$ cat src/rtl/hash_result_collector.sv
// hash_result_collector
// Tracks lookup batches issued to the multi-port hash table. It captures the wide
// result bus after the fixed lookup latency and buffers each captured batch. It then
// replays every issued lane as one valid/ready beat (lane, tag, data, last).
//
// Serializer states:
//   state  | meaning
//   S_IDLE | no batch being emitted; load the FIFO head as soon as one exists
//   S_LOAD | previous batch just retired and another is queued; load it now
//   S_EMIT | presenting beats of the head batch, one set mask bit at a time
//
// The head entry stays in the FIFO until its last beat is accepted. Its tag and
// data are read directly from the FIFO, so only the remaining-lane mask is kept
// in a working register.
module hash_result_collector #(
  parameter int NUM_RD         = 16,
  parameter int DATA_WIDTH     = 64,
  parameter int LOOKUP_LATENCY = 4,
  parameter int FIFO_DEPTH     = 4,
  parameter int TAG_WIDTH      = 8,
  parameter int LANE_WIDTH     = 4
) (
  input  logic                         clk,
  input  logic                         reset,
  input  logic                         issue_valid,
  input  logic [NUM_RD-1:0]            issue_mask,
  input  logic [TAG_WIDTH-1:0]         issue_tag,
  output logic                         issue_ready,
  input  logic [NUM_RD*DATA_WIDTH-1:0] rd_out_all,
  output logic                         out_valid,
  input  logic                         out_ready,
  output logic [LANE_WIDTH-1:0]        out_lane,
  output logic [TAG_WIDTH-1:0]         out_tag,
  output logic [DATA_WIDTH-1:0]        out_data,
  output logic                         out_last,
  output logic                         err_overflow
);

  localparam int PW = $clog2(FIFO_DEPTH);
  localparam int CW = PW + 1;

  typedef enum logic [1:0] {S_IDLE, S_LOAD, S_EMIT} state_t;

  state_t state, next_state;

  logic                 dl_valid [LOOKUP_LATENCY];
  logic [NUM_RD-1:0]    dl_mask  [LOOKUP_LATENCY];
  logic [TAG_WIDTH-1:0] dl_tag   [LOOKUP_LATENCY];

  logic [NUM_RD-1:0][DATA_WIDTH-1:0] fifo_data [FIFO_DEPTH];
  logic [NUM_RD-1:0]                 fifo_mask [FIFO_DEPTH];
  logic [TAG_WIDTH-1:0]              fifo_tag  [FIFO_DEPTH];
  logic [PW-1:0]                     wr_ptr, rd_ptr;
  logic [CW-1:0]                     fifo_count, inflight;
  logic [CW:0]                       credit_sum;

  logic                  accept, cap_valid, push, pop, load, advance;
  logic [NUM_RD-1:0]     cap_mask, work_mask, sel_mask;
  logic [LANE_WIDTH-1:0] nxt_lane;
  logic                  nxt_last;

  assign accept     = issue_valid & issue_ready;
  assign cap_valid  = dl_valid[LOOKUP_LATENCY-1];
  assign cap_mask   = dl_mask[LOOKUP_LATENCY-1];
  // Zero-mask batches return their credit at capture but never occupy a slot.
  assign push       = cap_valid & (|cap_mask);
  assign credit_sum = {1'b0, fifo_count} + {1'b0, inflight};
  assign issue_ready = credit_sum < (CW+1)'(FIFO_DEPTH);

  // Delay line mirroring the hash table pipeline; only the valid bits need reset.
  always_ff @(posedge clk) begin
    if (reset) begin
      for (int i = 0; i < LOOKUP_LATENCY; i++) dl_valid[i] <= 1'b0;
    end else begin
      dl_valid[0] <= accept;
      dl_mask[0]  <= issue_mask;
      dl_tag[0]   <= issue_tag;
      for (int i = 1; i < LOOKUP_LATENCY; i++) begin
        dl_valid[i] <= dl_valid[i-1];
        dl_mask[i]  <= dl_mask[i-1];
        dl_tag[i]   <= dl_tag[i-1];
      end
    end
  end

  // Credit counters, pointers and the sticky overflow flag.
  always_ff @(posedge clk) begin
    if (reset) begin
      inflight     <= '0;
      fifo_count   <= '0;
      wr_ptr       <= '0;
      rd_ptr       <= '0;
      err_overflow <= 1'b0;
    end else begin
      case ({accept, cap_valid})
        2'b10:   inflight <= inflight + CW'(1);
        2'b01:   inflight <= inflight - CW'(1);
        default: inflight <= inflight;
      endcase
      case ({push, pop})
        2'b10:   fifo_count <= fifo_count + CW'(1);
        2'b01:   fifo_count <= fifo_count - CW'(1);
        default: fifo_count <= fifo_count;
      endcase
      if (push) wr_ptr <= wr_ptr + PW'(1);
      if (pop)  rd_ptr <= rd_ptr + PW'(1);
      if (issue_valid && !issue_ready) err_overflow <= 1'b1;
    end
  end

  // Batch storage; emptiness is tracked by the counters, so no reset is needed.
  always_ff @(posedge clk) begin
    if (push) begin
      fifo_data[wr_ptr] <= rd_out_all;
      fifo_mask[wr_ptr] <= cap_mask;
      fifo_tag[wr_ptr]  <= dl_tag[LOOKUP_LATENCY-1];
    end
  end

  // Serializer state register.
  always_ff @(posedge clk) begin
    if (reset) state <= S_IDLE;
    else       state <= next_state;
  end

  // Serializer next-state and load/advance/pop strobes.
  always_comb begin
    next_state = state;
    load       = 1'b0;
    advance    = 1'b0;
    pop        = 1'b0;
    case (state)
      S_IDLE: begin
        if (fifo_count != '0) begin
          load       = 1'b1;
          next_state = S_EMIT;
        end
      end
      S_LOAD: begin
        load       = 1'b1;
        next_state = S_EMIT;
      end
      S_EMIT: begin
        if (out_valid && out_ready) begin
          if (out_last) begin
            pop        = 1'b1;
            next_state = (fifo_count > CW'(1)) ? S_LOAD : S_IDLE;
          end else begin
            advance = 1'b1;
          end
        end
      end
      default: next_state = S_IDLE;
    endcase
  end

  // Pick the lowest remaining lane: the fresh head mask on load, else the current
  // mask with the lane just accepted removed.
  always_comb begin
    sel_mask = load ? fifo_mask[rd_ptr] : (work_mask & ~(NUM_RD'(1) << out_lane));
    nxt_lane = '0;
    for (int i = NUM_RD - 1; i >= 0; i--) begin
      if (sel_mask[i]) nxt_lane = LANE_WIDTH'(i);
    end
    nxt_last = (sel_mask & ~(NUM_RD'(1) << nxt_lane)) == '0;
  end

  // Registered beat outputs; they change only on load, advance, pop or reset.
  always_ff @(posedge clk) begin
    if (reset) begin
      work_mask <= '0;
      out_valid <= 1'b0;
      out_lane  <= '0;
      out_tag   <= '0;
      out_data  <= '0;
      out_last  <= 1'b0;
    end else if (load) begin
      work_mask <= sel_mask;
      out_valid <= 1'b1;
      out_lane  <= nxt_lane;
      out_tag   <= fifo_tag[rd_ptr];
      out_data  <= fifo_data[rd_ptr][nxt_lane];
      out_last  <= nxt_last;
    end else if (advance) begin
      work_mask <= sel_mask;
      out_lane  <= nxt_lane;
      out_data  <= fifo_data[rd_ptr][nxt_lane];
      out_last  <= nxt_last;
    end else if (pop) begin
      out_valid <= 1'b0;
      out_last  <= 1'b0;
    end
  end

endmodule

$ cat config.mk
export PLATFORM = sky130hd
export DESIGN_NAME = hash_result_collector
export DESIGN_NICKNAME = d
export VERILOG_FILES = /design/src/rtl/hash_result_collector.sv
export SDC_FILE = /design/constraint.sdc
export NUM_CORES = 2
export LEC_CHECK = 0
export CAP_MARGIN = 20
export CORE_MARGIN = 5
export CORE_UTILIZATION = 55
export DETAILED_ROUTE_END_ITERATION = 10
export GPL_TIMING_DRIVEN = 0
export PLACE_DENSITY_LB_ADDON = 0.2
export SLEW_MARGIN = 20
export SYNTH_ARGS = -nofsm -noshare
export SYNTH_HDL_FRONTEND = slang
export SYNTH_MEMORY_MAX_BITS = 65536
export SYNTH_SLANG_ARGS = --single-unit
$ cat constraint.sdc
create_clock -name clk -period 32 [get_ports clk]
set_input_delay 4.8 -clock clk [delete_from_list [all_inputs] [get_ports clk]]
set_output_delay 4.8 -clock clk [all_outputs]
set_load 0.1 [all_outputs]
==> flow_summary_export.csv <==
group,metric,value,unit
status,status,"completed",
power_and_ir_drop,ir_drop,0.00005889,V
critical_path,end_kind,"output port",
layout,drive_above_1_share,23.47,%
layout,final_util,66.92,%
clock_network,cts_max_path_buffers,4,
clock_network,clock-root-buffer,"clkbuf_16",
critical_path,worst-path-max-fanout,6,
clock_network,postCtsSetupRepairBufs,0,
clock_network,clk_latency,1.01,ns
sta,finalHoldViolCount,0,
synthesis,synth_edf_count,4288,
synthesis,synth_seq_cells,4401,
layout,syn2layout_area_growth,21.48,%
power_and_ir_drop,p_per_area,63.43,nW/um^2
placement,dp_cells,12721,
floorplanning,coreArea,302000,sq um
critical_path,critPathBufInv,1,
critical_path,cp_slowest_cell,"clkdlybuf4s50_1",
sta,fin_skew,0.1026,ns
placement,io_buffers,1130,
synthesis,syn_area,166400,sq um
route,dr.pass1.iters,6,
layout,final_area,202100,sq um
min_path,hold_depth,0,
synthesis,synth_top_area_share,77.39,%
sta,slew_headroom,9.816,%
clock_network,htreeDepth,5,
sta,tightest_slew,1.315,ns
layout,nets,10255,
floorplanning,io_pins,1132,
synthesis,yosysTopAreaCell,"edfxtp_1",
grt,met2_usage,53.28,%
floorplanning,start_util,55.09,%
grt,top_usage_layer,"met2",
synthesis,avgSynthCellArea,22.36,sq um
placement,postPlaceCellArea,187000,sq um
sta,tns,0,ns
floorplanning,fp.dieH,560.0,um
min_path,hold_start,"dl_mask[1][9]",
clock_network,clk_pin_slew_worst_paths,0.06,ns
synthesis,synthTopCellsByArea,"edfxtp_1, mux4_2, dfxtp_1, mux2i_1, nand2_1",
grt,use_met3,16.00,%
critical_path,r2r_start,"fifo_count[1]",
floorplanning,std_cell_rows,202,
critical_path,arrival,3.63,ns
critical_path,reg2reg_to,"out_data[53]",
synthesis,postSynthNetCount,8506,
clock_network,ctsResizeCount,0,
power_and_ir_drop,p_leak,63.01,nW
grt,grtUsageTotal,37.11,%
synthesis,synth.distinct_cells,97,
job,max_cap_viol_count,0,
placement,finalWeightedCongestion,0.9077,
critical_path,worstSetupPathType,"reg2out",
synthesis,synthCells,7441,
route,vias,92444,
min_path,min_to,"dl_mask[2][9]",
sta,fmax,118.6,MHz
route,via_per_inst,6.678,
synthesis,yosysWarnings,0,
route,drc,0,
synthesis,ys.flop_type,"edfxtp_1",
critical_path,cp.required,27.20,ns
clock_network,cts_buffers,437,
grt,grt_pass1_vias,89107,
clock_network,cts.hold.buffers_added,0,
route,drt_iter0_drc,15541,
critical_path,cp_cell_sequence,"ha_1 > nor4_1 > clkdlybuf4s50_1",
critical_path,cp_top_family,"buffers and inverters",
power_and_ir_drop,total_power,12.82,mW
clock_network,clock-sinks,4401,
clock_network,cts_tree,"built",
grt,overflow,0,
grt,antenna_found_initial,428,
route,wl,589.9,mm
floorplanning,die_width,560.0,um
sta,fin_crit,8.429,ns
grt,grt_pass1_wl,776.0,mm
grt,grt_max_degree,51,
floorplanning,dieArea,313600,sq um
critical_path,start_kind,"register",
placement,place_hpwl,433.2,mm
route,avgRoutedWirePerCell,42.61,um
sta,rsz0062_at_grt,"false",
critical_path,worstRegToRegCells,16,
critical_path,slowest_delay,1.28,ns
synthesis,seq_area_frac_synth,78.75,%
sta,finalCritPeriodShare,26.34,%
sta,drv_slew,0,
route,ant_nets,0,
synthesis,async_reset_ff_share,0,%
min_path,hp-class,"reg2reg",
critical_path,reg2reg_slack,25.15,ns
sta,setup_viol,0,
grt,use_met1,46.69,%
layout,fin_cells,13843,
==> registers in the layout (all words and copies together) (netlist names), 8 cells and up, named ones only <==
signal / count
dl_mask: 64
fifo_data: 4096
dl_tag: 32
work_mask: 16
fifo_mask: 64
out_tag: 8
fifo_tag: 32
out_data: 64
==> worst reg2reg max path: stages, from the launching register on <==
cell and delay (ns):
dfxtp_1 0.34, inv_1 0.14, ha_1 0.19, or3b_1 0.35, buf_2 0.19, nand2_1 0.40, buf_2 0.39, mux2i_1 0.81
nand2_1 0.20, o31ai_2 0.46, buf_4 0.44, buf_6 0.29, mux2i_1 1.08, o21ai_1 0.56, a221o_1 0.41, a21oi_1 0.41
o31ai_1 0.12
==> area by class of cell <==
type / count / area (sq um)
flip-flops and latches: 4401 / 131000
fillers: 19007 / 99900
multi-input cells: 2603 / 33700
repair buffers: 1310 / 15250
clock buffers: 570 / 11740
well taps: 3978 / 4977
clock inverters: 245 / 2536
plain buffers: 420 / 2088
diodes: 299 / 748.2
inverters: 17 / 63.81
==> worst max path at each step <==
stage	from	to	slack [ns]	depth (start not counted)
after detailed placement	out_ready	out_data[16]	22.72	11
after floorplan	dl_mask[3][1]	fifo_data[1][0]	5.99	3
after global placement	dl_mask[3][2]	fifo_data[1][114]	-14.87	3
after global routing	fifo_count[2]	issue_ready	23.50	3
final	fifo_count[2]	issue_ready	23.57	3
after CTS	fifo_count[2]	issue_ready	23.58	3
==> where the power goes <==
part / internal [mW] / leakage (nW) / total (mW) / switching [mW]
registers: 6.35 / 39.6 / 6.37 / 0.0176
logic: 0.352 / 16.5 / 1.33 / 0.978
clock network: 2.90 / 6.96 / 5.12 / 2.22
total: 9.61 / 63.0 / 12.8 / 3.21
==> kinds of logic after synthesis <==
group / Yosys count / share of synthesized area (%)
flip-flops: 4401 / 78.75
multiplexers: 1180 / 14.98
AO/OA/AOI/OAI: 793 / 3.331
AND/OR/NAND/NOR: 610 / 1.615
buffers and inverters: 437 / 1.185
adder cells (fa/ha/maj): 13 / 0.1023
XOR/XNOR: 7 / 0.03685
==> synth_stat cells, drive strengths merged, types with 7 or more instances <==
cell type / count
edfxtp: 4288
mux4: 1048
nand2: 337
clkbuf: 246
a21oi: 243
buf: 174
mux2i: 128
nor2: 116
dfxtp: 113
o21ai: 96
a221oi: 69
a211oi: 60
nand3: 56
a22o: 55
o211ai: 55
a22oi: 40
a221o: 27
a311oi: 27
nor3: 22
o22ai: 21
nor4: 17
inv: 15
and3: 13
o311ai: 13
ha: 12
o31ai: 10
a21boi: 9
o221a: 9
and2: 7
nor2b: 7
==> layout by cell type (no fill, tap or decap), types with 17 or more instances in the layout <==
master           instances
edfxtp_1              4288
clkdlybuf4s50_1       1098
mux4_2                1048
clkbuf_16              440
nand2_1                336
diode_2                299
clkbuf_1               241
a21oi_1                234
buf_2                  147
mux2i_1                126
dfxtp_1                113
clkbuf_2               111
nor2_1                 108
buf_16                  98
clkinv_1                88
clkinv_2                77
a221oi_1                66
o21ai_0                 61
nand3_1                 56
o211ai_1                55
a22o_1                  55
buf_12                  55
a211oi_1                44
buf_4                   43
a22oi_1                 39
bufinv_16               38
o21ai_1                 32
buf_6                   28
a221o_1                 27
a311oi_1                26
clkbuf_8                24
o22ai_1                 21
nor3_1                  18
nor4_1                  17
==> through the flow <==
stage	setup WS [ns]	hold slack, ns
2_1_floorplan	5.995	0.4003
3_5_place_dp	22.72	0.4045
4_1_cts	23.58	0.3696
3_3_place_gp	-14.87	0.4050
6_report	23.57	0.3783
5_1_grt	23.50	0.3981
==> layer usage <==
layer	part of all wire (%)	wire length, um	vias up
li1	-	-	35640
met1	33	192100	47948
met2	44	259700	7089
met3	15	91170	1535
met4	7.7	45460	232
met5	0.24	1424	-
Note: power is estimated with default switching activity, not from simulation.
